--- src/rtl/text_pkg.sv ---
// Shared constants and types for the character frame buffer.
package text_pkg;

  localparam int         CELLS          = 256;
  localparam logic [7:0] CLEAR_CHAR_DEF = 8'h20;

  localparam logic [7:0] CH_BS = 8'h08;
  localparam logic [7:0] CH_LF = 8'h0A;
  localparam logic [7:0] CH_FF = 8'h0C;
  localparam logic [7:0] CH_CR = 8'h0D;

  localparam logic [7:0] PRINT_LO = 8'h20;
  localparam logic [7:0] PRINT_HI = 8'h7E;

  typedef enum logic {
    ST_CLEAR = 1'b0,
    ST_IDLE  = 1'b1
  } state_e;

  function automatic logic is_printable(input logic [7:0] c);
    return (c >= PRINT_LO) && (c <= PRINT_HI);
  endfunction

endpackage

--- src/rtl/text_ram.sv ---
// 256x8 text RAM: one write port, one registered read-first read port.
// Only the read register is reset; the array itself is left unreset so it
// maps onto block or distributed RAM.
module text_ram
  import text_pkg::*;
(
  input  logic       clk,
  input  logic       reset,
  input  logic       we,
  input  logic [7:0] waddr,
  input  logic [7:0] wdata,
  input  logic [7:0] raddr,
  output logic [7:0] rdata
);

  logic [7:0] ram_q [CELLS];
  logic [7:0] rdata_q;

  // Synchronous write port.
  always_ff @(posedge clk) begin
    if (we) ram_q[waddr] <= wdata;
  end

  // Registered read; a same-cycle write to the same cell returns the old value.
  always_ff @(posedge clk or negedge reset) begin
    if (!reset) rdata_q <= 8'h00;
    else        rdata_q <= ram_q[raddr];
  end

  assign rdata = rdata_q;

endmodule

--- src/rtl/text_buffer.sv ---
// Character frame buffer: byte-stream decode, write cursor and clear sequencer
// in front of the text RAM that the renderer reads.
//
// state    | meaning
// ---------+----------------------------------------------------------
// ST_CLEAR | writing CLEAR_CHAR to cell clr_cnt, one cell per cycle
// ST_IDLE  | accepting bytes; printables written at the cursor
module text_buffer
  import text_pkg::*;
#(
  parameter int         COLS       = 32,
  parameter logic [7:0] CLEAR_CHAR = CLEAR_CHAR_DEF
) (
  input  logic       clk,
  input  logic       reset,
  input  logic [7:0] in_data,
  input  logic       in_valid,
  output logic       in_ready,
  input  logic [7:0] addr,
  output logic [7:0] mem,
  output logic       ramBusy,
  output logic [7:0] cursor
);

  localparam logic [7:0] ROW_MASK = 8'(COLS - 1);
  localparam logic [7:0] ROW_STEP = 8'(COLS);

  state_e     state_q, state_d;
  logic [7:0] clr_cnt_q, clr_cnt_d;
  logic [7:0] cursor_q, cursor_d;

  logic       ram_we;
  logic [7:0] ram_waddr;
  logic [7:0] ram_wdata;
  logic [7:0] bs_addr;

  // State, clear counter and cursor registers.
  always_ff @(posedge clk or negedge reset) begin
    if (!reset) begin
      state_q   <= ST_CLEAR;
      clr_cnt_q <= 8'h00;
      cursor_q  <= 8'h00;
    end else begin
      state_q   <= state_d;
      clr_cnt_q <= clr_cnt_d;
      cursor_q  <= cursor_d;
    end
  end

  // Backspace at cell 0 stays at cell 0 but still blanks it.
  assign bs_addr = (cursor_q == 8'h00) ? 8'h00 : cursor_q - 8'd1;

  // Next-state, cursor movement and RAM write decode.
  always_comb begin
    state_d   = state_q;
    clr_cnt_d = clr_cnt_q;
    cursor_d  = cursor_q;
    ram_we    = 1'b0;
    ram_waddr = cursor_q;
    ram_wdata = in_data;
    case (state_q)
      ST_CLEAR: begin
        ram_we    = 1'b1;
        ram_waddr = clr_cnt_q;
        ram_wdata = CLEAR_CHAR;
        clr_cnt_d = clr_cnt_q + 8'd1;
        if (clr_cnt_q == 8'hFF) state_d = ST_IDLE;
      end
      ST_IDLE: begin
        if (in_valid) begin
          if (is_printable(in_data)) begin
            ram_we    = 1'b1;
            ram_waddr = cursor_q;
            ram_wdata = in_data;
            cursor_d  = cursor_q + 8'd1;
          end else begin
            case (in_data)
              CH_CR, CH_LF: cursor_d = (cursor_q & ~ROW_MASK) + ROW_STEP;
              CH_BS: begin
                ram_we    = 1'b1;
                ram_waddr = bs_addr;
                ram_wdata = CLEAR_CHAR;
                cursor_d  = bs_addr;
              end
              CH_FF: begin
                cursor_d  = 8'h00;
                clr_cnt_d = 8'h00;
                state_d   = ST_CLEAR;
              end
              default: ;
            endcase
          end
        end
      end
      default: state_d = ST_CLEAR;
    endcase
  end

  text_ram u_ram (
    .clk   (clk),
    .reset (reset),
    .we    (ram_we),
    .waddr (ram_waddr),
    .wdata (ram_wdata),
    .raddr (addr),
    .rdata (mem)
  );

  // Handshake and busy flags come straight from the state register.
  assign in_ready = (state_q == ST_IDLE);
  assign ramBusy  = (state_q == ST_CLEAR);
  assign cursor   = cursor_q;

endmodule

--- config.mk ---
export PLATFORM = sky130hd
export DESIGN_NAME = text_buffer
export DESIGN_NICKNAME = d
export VERILOG_FILES = /design/src/rtl/text_pkg.sv /design/src/rtl/text_ram.sv /design/src/rtl/text_buffer.sv
export SDC_FILE = /design/constraint.sdc
export NUM_CORES = 2
export LEC_CHECK = 0
export BUFFER_PORTS_ARGS = -buffer_cell sky130_fd_sc_hd__buf_4
export CELL_PAD_IN_SITES_DETAIL_PLACEMENT = 1
export CELL_PAD_IN_SITES_GLOBAL_PLACEMENT = 1
export CORE_MARGIN = 3
export CORE_UTILIZATION = 25
export DETAILED_ROUTE_END_ITERATION = 8
export HOLD_SLACK_MARGIN = 0.03
export PLACE_DENSITY_LB_ADDON = 0.05
export REMOVE_ABC_BUFFERS = 1
export SLEW_MARGIN = 20
export SYNTH_ARGS = -nofsm -noshare
export SYNTH_HDL_FRONTEND = slang
export SYNTH_HIERARCHICAL = 1
export SYNTH_SLANG_ARGS = --single-unit
--- constraint.sdc ---
create_clock -name clk -period 14.05 [get_ports clk]
set_input_delay 0.7025 -clock clk [delete_from_list [all_inputs] [get_ports clk]]
set_output_delay 0.7025 -clock clk [all_outputs]
set_load 0.01 [all_outputs]
After elaboration in Yosys (flattened, before gate mapping)
Memories as Yosys holds them, arrays and structs flattened. A register that Yosys moved wholly into a read port is not among the register bits.
Index checks and enable logic that the tools add are counted.
Storage, ports and cells
  input bits: 19
  memories: 1
  register bits after elaboration: 17
  RAM bits: 2048
Operators by class
  multiplexer cells: 26
  add/subtract/negate cells: 4
  magnitude comparators: 2
  reduce and logical (&&, ||, !) cells: 7
  equality and inequality tests: 8
  bitwise operators: 1
Memories
  u_ram.ram_q: words 256, width 8, read ports 1, clocked after memory_dff 1, wr ports 1, line text_ram.sv:16  | logic [7:0] ram_q [CELLS];
Operator list (number)
  $mux W8: 11
  $pmux W8 S2: 3
  $eq A8 B4 Y1 const B: 4
  $pmux W8 S3: 1
  $add A8 B1 Y8 const B: 2
  $mux W1: 9
  $add A8 B6 Y8 const B: 1
  $eq A8 B8 Y1 const B: 1
  $ge A8 B6 Y1 const B: 1
  $le A8 B7 Y1 const B: 1
  $logic_not A8 Y1: 1
  $sub A8 B1 Y8 const B: 1
  $reduce_and A3 Y1: 2
  $ne A2 B2 Y1 const B: 2
  $pmux W1 S2: 2
  $reduce_bool A4 Y1: 1
  $ne A2 B1 Y1 const B: 1
  $reduce_or A2 Y1: 1
  $logic_and A1 B1 Y1: 1
  $logic_not A1 Y1: 1
  $not A1 Y1: 1

Longest topological paths before layout
  word-level depth: 7
  mapped depth: 13

Hierarchy
The synthesis kept the hierarchy.
By module, submodules not included
  text_ram: seq. area each 61699.2 sq um, cells each 3795, times used 1, area an instance 80038.0 sq um
  text_buffer: seq. area each 425.4 sq um, cells each 194, times used 1, area an instance 1546.5 sq um

Least setup slack after synthesis
OpenSTA, ideal clock, no wires.
  kind: input port to flip-flop
  from: in in_data[3]
  to: mem u_ram.ram_q[0][3], data pin
  cell stages on the path: 4
  data arrival time: 7097 ps
  slack: 5561 ps
  required time: 12658 ps
  cell sequence: nor4b_1 -> nand3_1 -> nand2_1 -> nor2_1
Between the ends
  word-level cells in the longest chain between the ends: 5
Ends and longest elaborated chain
  start: declaration: line text_buffer.sv:16  | input logic [7:0] in_data,
  $ge A8 B6 Y1, or another cell as far along: line text_pkg.sv:21  | return (c >= PRINT_LO) && (c <= PRINT_HI);
  $logic_and A1 B1 Y1 / $mux W8 (equally long branches): line text_pkg.sv:21, text_buffer.sv:77
  $mux W8: line text_buffer.sv:71  | if (is_printable(in_data)) begin
  $mux W8 *: line text_buffer.sv:70  | if (in_valid) begin
  $pmux W8 S2 *: line text_buffer.sv:61  | case (state_q)
  named net ram_wdata[3]: line text_buffer.sv:34  | logic [7:0] ram_wdata;
  end: declaration: line text_ram.sv:16
Mark *: on every way through the listed nets, which the timed path passes. The rest lies on a longest branch.

Worst setup path in the final report
  from: reg cursor_q[0], in the netlist cursor[0]
  to: mem u_ram.ram_q[222][7], enable pin
Between the ends
  word-level cells in the longest chain between the ends: 6
Ends and longest elaborated chain
  start: declaration: line text_buffer.sv:30  | logic [7:0] cursor_q, cursor_d;
  start signal: assignment: line text_buffer.sv:46  | cursor_q <= cursor_d;
  $sub A8 B1 Y8 / $logic_not A8 Y1 (equally long branches): line text_buffer.sv:51  | assign bs_addr = (cursor_q == 8'h00) ? 8'h00 : cursor_q - 8'd1;
  $mux W8 *: line text_buffer.sv:51
  $mux W8 *: line text_buffer.sv:77  | case (in_data)
  $mux W8 *: line text_buffer.sv:71
  $mux W8 *: line text_buffer.sv:70
  $pmux W8 S2 *: line text_buffer.sv:61
  named net ram_waddr[4]: line text_buffer.sv:33  | logic [7:0] ram_waddr;
Marks and branches as above.

==> metrics <==
status=completed; Net Sw Frac=23.5%; Post-Syn Area per Cell=20.5 um2; largest net degree at the start of global routing=152; ys async rst share=1.21%; r2r worst-path depth=10; Power, Total=0.0141 W; Clock Tree Root=clkbuf_16; # DRC=0; RSZ-0062 raised after global routing=false; Worst Setup End Kind=register; core box area=roughly 320000 um2; Clock Power Share=44.1%; synthesized flop and latch total=2073; Final Hold Viols=0; crit share post-route=between 30% and 40%; min Tclk post-route=5.18 ns; Sink Count=2073; Vias/cell=4.60; Reg2Reg Setup Slack=8.87 ns; post-layout util=29.2%; Max VDD drop=~0.00011 V; number of port buffers=36; initial antenna violation count=25; worst-margin pin slew=roughly 1.1 ns; Leakage=28.8 nW; worst clock skew=0.0424 ns; vias in the first global route=approximately 43000; Worst R2R Start=cursor[0]; share of cells above drive strength 1=23.7%; Net Sw Power=0.00331 W; count of cell types in the netlist=84; Final setup viols=0; Starting Density=~25%; Worst-Skew Late Latency=slightly below 0.9 ns; Seq/Total Area, Yosys=roughly three quarters; Syn Inst Count=3989; P&R area growth vs syn=16.0%; Worst-path clk slew=0.06 ns; Arr. time, crit path=5.65 ns; vias=40000; pwr dens=149 nW/um2; H-tree Lvls=4; CP max FO=16; Die W=577 um; worst setup margin=8.87 ns; # rows=approximately 210; DRT Pass-1 Iters=5; Fillers=32700; # IOs=37; Routed WL=271 mm; antenna viol nets, final=0; Hold Path Class=in -> async; CTS max path bufs=4; CTS tree=done; dpl hpwl=approximately 170 mm; R2R Path End=u_ram/ram_q[222][7]; Comb power frac=about 6.8%; WHS=0.327 ns; Ys Warns=6; Netlist Area Pre-Place=~82000 um2; post-DR wirelength/cell=31.2 um; Fmax achieved=slightly below 200 MHz; CP Launch Type=register; Int Power=0.0108 W; first-pass GRT wire length=between 300 and 400 mm; cts bufs inserted=between 200 and 250; GP Congestion=0.713; EDFF count, synth=2048; First DRT Iteration DRCs=3069; fin nets=4168; crit path kind=reg -> reg; Post-CTS Repair Setup Buffers=0; Synth Flop Type=edfxtp_1; normalized max-slew margin=26.7%; GRT Total Usage=between 10% and 20%; Max Cap Viol=0; grt ovf=0; sequential share of power=49.1%; Die Height=577 um; worst slack, placed=8.00 ns; TNS Setup=0 ns; Crit path required time=14.52 ns; die area=333000 um2; Slew Limit Fails=0
==> power groups by stage <==
stage	Sequential [W]	Combinational (W)	Clock, W
4_1_cts	0.00692	0.00101	0.00645
3_5_place_dp	0.00705	0.00101	0
5_1_grt	0.00692	0.00105	0.00669
3_3_place_gp	0.00705	0.00101	0
2_1_floorplan	0.00706	0.000429	0
6_report	0.00692	0.000964	0.00621
==> how the worst max path moves through the flow <==
stage	start	slack (ns)	end
after detailed placement	addr[0]	8.00	u_ram/rdata[4]
after CTS	cursor[5]	8.72	u_ram/ram_q[229][5]
after global routing	cursor[0]	8.52	u_ram/ram_q[222][7]
after global placement	in_data[2]	7.75	u_ram/ram_q[223][3]
final	cursor[0]	8.87	u_ram/ram_q[222][7]
after floorplan	in_data[3]	5.53	u_ram/ram_q[0][3]
==> stage by stage <==
| stage | area, um2 | cells |
|---|---|---|
| 3_3_place_gp | 86800 | 8220 |
| 5_1_grt | 94600 | 8673 |
| 3_5_place_dp | 86800 | 8222 |
| 2_1_floorplan | 80000 | 3746 |
| 4_1_cts | 94600 | 8672 |
| 6_report | 94600 | 8680 |
==> synth_stat cells, drive strengths merged, types with 33 or more instances <==
| cell | instances | area share (%) |
|---|---|---|
| nand3 | 54 | 0.34 |
| mux4 | 446 | 12 |
| nor2b | 33 | 0.25 |
| buf | 129 | 1.4 |
| nand2 | 97 | 0.45 |
| edfxtp | 2048 | 75 |
| o221ai | 38 | 0.42 |
| a22oi | 94 | 0.86 |
| mux2i | 160 | 2.0 |
| clkbuf | 114 | 0.53 |
| nor2 | 294 | 1.4 |
| a21oi | 83 | 0.51 |
| o21ai | 34 | 0.21 |
==> layout by cell type, fill, tap and decap left out, types with 19 or more instances in the layout <==
| cell type | n |
|---|---|
| edfxtp_1 | 2048 |
| mux4_2 | 445 |
| nor2_1 | 288 |
| clkbuf_16 | 246 |
| mux2i_1 | 160 |
| buf_4 | 142 |
| nand2_1 | 96 |
| a22oi_1 | 94 |
| a21oi_1 | 83 |
| clkinv_2 | 57 |
| clkinv_1 | 56 |
| clkbuf_1 | 48 |
| nand3_1 | 42 |
| o221ai_1 | 36 |
| o22ai_1 | 32 |
| nor2b_1 | 27 |
| bufinv_16 | 25 |
| dfrtp_1 | 25 |
| a221oi_1 | 23 |
| a22o_1 | 23 |
| nand4_1 | 21 |
| nor3_1 | 19 |
==> logic make-up (layout without fill, tap and decap cells) <==
family,count (synthesis),in the layout,synth area share (%)
other,0,8,0
buffers and inverters,257,615,2.03
XOR/XNOR,3,3,0.0322
AO/OA/AOI/OAI,420,420,3.71
AND/OR/NAND/NOR,606,606,3.46
flip-flops,2073,2073,76.1
adder cells (fa/ha/maj),7,7,0.107
multiplexers,623,623,14.5
==> critical path: stages (launching register included) <==
cell	delay (ns)
dfrtp_1	0.47
inv_1	0.20
ha_1	0.27
nor3b_1	0.25
xnor2_1	0.09
nor3_1	0.24
a221oi_1	0.14
nor2_1	0.62
nor2b_2	0.67
nand3_1	0.83
nor2_1	0.96
==> metal layers <==
metal	track usage [%]	routed length (um)	share of wire [%]
met1	22.1	123000	45
met2	26.5	130000	48
met3	2.27	10300	3.8
met4	4.61	7650	2.8
met5	0	27	0.010
==> cell type report <==
type | count | area, um2 | area share (%)
Multi-Input combinational cell | 1659 | 18000 | 19.1
Timing Repair Buffer | 152 | 1240 | 1.31
Tap cell | 4325 | 5410 | 5.72
Antenna cell | 8 | 20.0 | 0.0212
Clock buffer | 294 | 6340 | 6.70
Clock inverter | 155 | 1410 | 1.49
Inverter | 14 | 52.6 | 0.0555
Sequential cell | 2073 | 62100 | 65.7
==> repair_timing <==
action | CTS | global route
hold buffers | 1 | 0
gates resized for setup | 0 | 0
endpoints found under the hold margin | 25 | 0
==> registers in the layout (all words and copies together) (netlist names) <==
register,count
clr_cnt_q,8
u_ram/ram_q,2048
cursor,8
u_ram/rdata,8
in_ready,1
Power figures use the tool's default switching activity.
